**src/rtl/serial_adder_ctrl_pkg.sv**
```systemverilog
// -----------------------------------------------------------------------------
// serial_adder_ctrl_pkg
// Shared definitions for the bit-serial adder controller: the FSM state
// encoding and the default operand width.
// No ports (package).
// -----------------------------------------------------------------------------
package serial_adder_ctrl_pkg;

   // Controller states; encodings are fixed so debug probes stay readable.
   typedef enum logic [1:0] {
      ST_IDLE = 2'd0,
      ST_RUN  = 2'd1,
      ST_DONE = 2'd2
   } state_t;

   // Default operand/sum width in bits.
   localparam int DEFAULT_WIDTH = 8;

endpackage : serial_adder_ctrl_pkg

```
**src/rtl/serial_adder_ctrl_full_adder_bit.sv**
```systemverilog
// -----------------------------------------------------------------------------
// full_adder_bit
// Purely combinational 1-bit full adder. The controller instantiates exactly
// one of these and time-shares it over all bit positions.
// Ports:
//   a, b  : operand bits
//   ci    : carry in
//   s     : sum bit
//   co    : carry out
// -----------------------------------------------------------------------------
module full_adder_bit (
   input  logic a,
   input  logic b,
   input  logic ci,
   output logic s,
   output logic co
);

   assign s  = a ^ b ^ ci;
   assign co = (a & b) | (ci & (a ^ b));

endmodule : full_adder_bit

```
**src/rtl/serial_adder_ctrl.sv**
```systemverilog
// -----------------------------------------------------------------------------
// serial_adder_ctrl
// Bit-serial WIDTH-bit adder. On an accepted start the operands and carry-in
// are latched, then one full-adder cell is fed LSB-first for WIDTH cycles with
// a registered carry. The assembled sum, carry-out and signed overflow are
// registered when the last bit completes and held until the next completion.
// Ports:
//   clock    : rising-edge system clock
//   reset    : asynchronous, active-high reset
//   start    : begin an addition (honoured in IDLE or DONE only)
//   a, b     : operands, latched on an accepted start
//   cin      : carry-in, latched on an accepted start
//   busy     : high while bits are being processed
//   done     : one-cycle pulse when sum/cout/overflow become valid
//   sum      : result, held until the next completion
//   cout     : carry out of the MSB
//   overflow : signed overflow (carry into MSB XOR carry out of MSB)
// Build option:
//   ACTIVE_LOW_INPUTS_EN : when defined, a, b, cin and start are inverted at
//                          the input boundary (pins that idle high).
// -----------------------------------------------------------------------------
module serial_adder_ctrl
   import serial_adder_ctrl_pkg::*;
#(
   parameter int WIDTH = DEFAULT_WIDTH,
   localparam int CNT_W = $clog2(WIDTH + 1)
) (
   input  logic             clock,
   input  logic             reset,
   input  logic             start,
   input  logic [WIDTH-1:0] a,
   input  logic [WIDTH-1:0] b,
   input  logic             cin,
   output logic             busy,
   output logic             done,
   output logic [WIDTH-1:0] sum,
   output logic             cout,
   output logic             overflow
);

   state_t             state;
   state_t             next_state;
   logic [WIDTH-1:0]   a_in;
   logic [WIDTH-1:0]   b_in;
   logic               cin_in;
   logic               start_in;
   logic [WIDTH-1:0]   a_sr;
   logic [WIDTH-1:0]   b_sr;
   logic [WIDTH-2:0]   sum_sr;
   logic [WIDTH-1:0]   sum_next;
   logic               carry;
   logic [CNT_W-1:0]   cnt;
   logic               fa_s;
   logic               fa_co;
   logic               accept;
   logic               last_bit;

   // Input boundary: pins that idle high are flipped here so everything
   // downstream sees active-high values.
`ifdef ACTIVE_LOW_INPUTS_EN
   assign a_in     = ~a;
   assign b_in     = ~b;
   assign cin_in   = ~cin;
   assign start_in = ~start;
`else
   assign a_in     = a;
   assign b_in     = b;
   assign cin_in   = cin;
   assign start_in = start;
`endif

   // The single shared adder cell always looks at the LSBs of the operand
   // shift registers and the registered carry.
   full_adder_bit u_cell (
      .a  (a_sr[0]),
      .b  (b_sr[0]),
      .ci (carry),
      .s  (fa_s),
      .co (fa_co)
   );

   // A start is only honoured outside RUN, so DONE can chain straight into
   // the next operation.
   assign accept   = start_in && (state != ST_RUN);
   assign last_bit = (cnt == CNT_W'(WIDTH - 1));

   // Partial sum fills from the top; after WIDTH shifts the first bit has
   // reached position 0, so the new bit plus the partial is the full word.
   assign sum_next = {fa_s, sum_sr};

   // State register.
   always_ff @(posedge clock or posedge reset) begin
      if (reset) begin
         state <= ST_IDLE;
      end else begin
         state <= next_state;
      end
   end

   // Next-state logic: RUN lasts exactly WIDTH cycles, DONE exactly one.
   always_comb begin
      next_state = state;
      case (state)
         ST_IDLE: if (accept) next_state = ST_RUN;
         ST_RUN:  if (last_bit) next_state = ST_DONE;
         ST_DONE: next_state = accept ? ST_RUN : ST_IDLE;
         default: next_state = ST_IDLE;
      endcase
   end

   // Datapath: latch on accept, shift one bit per RUN cycle, and publish the
   // result only on the final bit so outputs never show partial sums.
   always_ff @(posedge clock or posedge reset) begin
      if (reset) begin
         a_sr     <= '0;
         b_sr     <= '0;
         sum_sr   <= '0;
         carry    <= 1'b0;
         cnt      <= '0;
         sum      <= '0;
         cout     <= 1'b0;
         overflow <= 1'b0;
      end else if (accept) begin
         a_sr  <= a_in;
         b_sr  <= b_in;
         carry <= cin_in;
         cnt   <= '0;
      end else if (state == ST_RUN) begin
         a_sr   <= a_sr >> 1;
         b_sr   <= b_sr >> 1;
         sum_sr <= sum_next[WIDTH-1:1];
         carry  <= fa_co;
         cnt    <= cnt + CNT_W'(1);
         if (last_bit) begin
            sum      <= sum_next;
            cout     <= fa_co;
            overflow <= carry ^ fa_co;
         end
      end
   end

   // Status flags decode directly from the state, so they can never overlap.
   assign busy = (state == ST_RUN);
   assign done = (state == ST_DONE);

endmodule : serial_adder_ctrl

```
**config.mk**
```make
export PLATFORM = sky130hd
export DESIGN_NAME = serial_adder_ctrl
export DESIGN_NICKNAME = d
export VERILOG_FILES = /design/src/rtl/serial_adder_ctrl_pkg.sv /design/src/rtl/serial_adder_ctrl_full_adder_bit.sv /design/src/rtl/serial_adder_ctrl.sv
export SDC_FILE = /design/constraint.sdc
export NUM_CORES = 1
export LEC_CHECK = 0
export BUFFER_PORTS_ARGS = -buffer_cell sky130_fd_sc_hd__buf_2
export CAP_MARGIN = 20
export CORE_MARGIN = 2
export CORE_UTILIZATION = 54
export DETAILED_ROUTE_END_ITERATION = 8
export GPL_TIMING_DRIVEN = 0
export PLACE_DENSITY = 0.78
export SYNTH_ARGS = -nofsm -noshare
export SYNTH_HDL_FRONTEND = slang
export SYNTH_SLANG_ARGS = --single-unit
```
**constraint.sdc**
```tcl
create_clock -name clock -period 1.8 [get_ports clock]
set_clock_uncertainty 0.15 [all_clocks]
set_input_delay 0.18 -clock clock [delete_from_list [all_inputs] [get_ports clock]]
set_output_delay 0.18 -clock clock [all_outputs]
set_load 0.02 [all_outputs]
```
==> results.cfg <==
[sta]
post-route-period-util_pct = 95.3
final_worst_path_period_need_ns = 1.71
worst_slew_pin_slew_ns = 0.811
maxSlewViolCount = 0
max_clock_freq_mhz = 583
hold_viol = 0
timing.slew.headroom_pct = 45.9
final-setup-viol-count = 0
hold-worst-slack_ns = 0.00224
final.setup.tns_ns = 0

[global_routing]
grt.overflow.total = 0
gr-usage-met3_pct = 5.76
antenna_found_initial = 0
globalRouteTotalUtil_pct = 21.4
grtUsageMet1_pct = 29.1
grt_max_degree = 41
grt_most_used_layer = met2
wire_length_of_the_first_global_routing_pass_um = 5720
grt_pass1_vias = 1244
global_routing_met2_resource_utilization_pct = 33.2

[yosys]
yosys_most_used_dff = dfrtp_1
synthesis.area_um2 = 1730
yosys.cell_types.count = 21
list_of_most_frequent_post_synthesis_cells = dfrtp_1, nand2_1, o21ai_0
yosys_warnings = 0
post_synth.cell_area_avg_um2 = 11.3
ys_ff_latch = 40
syn-num-nets = 175
synth-async-reset-ratio_pct = 100
synth_edf_count = 0
synth_top_cell_area_share_pct = 57.8
netlist_top_cells_area = dfrtp_1, mux2i_1, nand2_1, mux2_2, o21ai_0
seq_area_frac_synth_pct = 57.8
gate_count_post_synth = 153
synthDominantAreaCellType = dfrtp_1

[routing]
firstDrtPassIters = 4
remaining_drc_errors = 0
avgViaCountPerCell = 5.01
count_of_antenna_violating_nets_left_after_detailed_routing = 0
wl_per_cell_um = 13.8
wirelength_um = 3440
drt_first_iter_violations = 79
via_count = 1248

[clocking]
htree_levels = 2
cts.clk_slew.worst_paths_ns = 0.13
max-clock-path-buffers = 2
clk_latency_ns = 0.35
cts-root-buf = clkbuf_4
cts_sinks = 40
cts_tree = done
cts_inserted_buffers = 5

[setup_path]
r2r_cells = 5
crit_required_ns = 1.89
startpoint = cnt[0]
top_fanout_value_on_the_critical_path = 10
setup.worst_path.class = reg2reg
cp-end-kind = register
critPathLaunchType = register
crit_arrival_ns = 1.81
reg2reg_from = cnt[0]

[pwr]
power.leakage_nw = 1.07
internal-power_mw = 2.10
sequentialPowerShare_pct = 45.2
net-switching-power_mw = 1.31
gate_power_share_pct = 37.3
report.power.total_mw = 3.41
p_clk_share_pct = 17.5
power.share.switching_pct = 38.5
powerDensity_nw_per_um2 = 1580
power.ir.vdd_worst_v = 0.000853

[floorplan]
floorplan.core_area_um2 = 3050
starting_utilization_of_the_core_area_pct = 56.8
core.rowCount = 20
floorplan.die.height_um = 60.7
pin_count = 32
die_span_x_um = 60.7
fp.dieArea_um2 = 3680

[worst_hold_path]
hp-class = in2reg
hold-path-cell-count = 3
hold_crit_start = a[4]

[finish]
antenna_cell_count = 0
area_of_the_multi_input_gates_um2 = 668
sequential_cell_area_um2 = 1000
fillCellCount = 237
finalNetCount = 226
drive_gt1_share_pct = 28.8
finalNonFillerCells = 249
flow.area_growth_from_synthesis_pct = 24.8

[run]
max_cap_viol_count = 0

[placed_design]
post-place-cells = 227
finalWeightedCongestion = 0.740
port_buffers = 30
dp_hpwl_um = 2290

[status]
run_status = complete, no violations
-- sequential cells by signal (all words and copies together) (netlist names) --
name	cells
sum	8
sum_sr	7
a_sr	8
b_sr	8
overflow	1
state	2
carry	1
cout	1
cnt	4
-- placed cells by master (no fill, tap or decap), drive strengths merged --
cell	count
inv	2
dlygate4sd3	14
nand2b	1
xor2	1
clkinvlp	1
clkbuf	7
buf	36
ha	1
bufinv	1
and2b	1
dfrtp	40
mux2	11
nand3b	1
fa	1
nor3	2
nand2	40
mux2i	18
o21ai	19
nor2	2
nand3	4
clkinv	2
-- critical path: stages, from the launching register on --
cell	delay (ns)
dfrtp_1	0.42
ha_1	0.22
nand2_1	0.12
nor3_4	0.16
buf_6	0.17
mux2_2	0.35
-- cell type report --
type / count / area share (%)
flip-flops and latches: 40 / 46.3
multi-input cells: 102 / 30.9
repair buffers: 45 / 13.8
well taps: 44 / 2.55
plain buffers: 7 / 2.20
clock inverters: 3 / 1.97
clock buffers: 5 / 1.74
inverters: 3 / 0.579
-- per-layer routing --
layer / share of wire, % / up-vias
met3: 3.3 / 7
li1: - / 613
met5: 0 / -
met2: 49 / 22
met1: 45 / 606
met4: 1.7 / 0
-- power groups by stage --
stage / registers (mW) / clock network (mW) / logic [mW]
global route: 1.59 / 0.646 / 1.43
finish: 1.54 / 0.598 / 1.27
global placement: 1.53 / 0 / 1.18
floorplan: 1.64 / 0 / 0.765
CTS: 1.54 / 0.601 / 1.27
detailed placement: 1.56 / 0 / 1.24
-- per-stage QoR --
step / util, % / area, um2 / setup WS (ns)
after floorplan: - / 1730 / 0.274
after global placement: 63.5 / 1940 / 0.107
after detailed placement: 63.5 / 1940 / 0.137
after CTS: 70.5 / 2150 / 0.0611
after global routing: 70.8 / 2160 / -0.00829
final: 70.8 / 2160 / 0.0851
-- path summary, 6_finish.rpt --
path	slack, ns	to
worst max-delay path	0.09	sum[3]
worst min-delay path	0.002	a_sr[4]
worst max register to register	0.09	sum[3]
worst min register to register	0.35	sum_sr[0]
max in group asynchronous	0.61	sum[5]
min in group asynchronous	0.37	sum[1]
-- cells by family (layout without fill, tap and decap cells) --
group           after synthesis  count (layout)  share of synthesized area, %
mux                          29              29                          17.5
xor+xnor                      1               1                         0.506
fa+ha+maj                     2               2                          1.88
compound gates               19              19                          5.49
simple gates                 51              51                          13.1
buf+inv                      11              63                          3.68
flops                        40              40                          57.8
-- timing repair --
item | in CTS | in global routing
buffers inserted | 0 | 1
endpoints found under the hold margin | 53 | 0
setup endpoints to repair | 1 | 2
resized for setup | 0 | 1
cloned | 0 | 0
hold buffers | 14 | 0
Power figures use the tool's default switching activity.
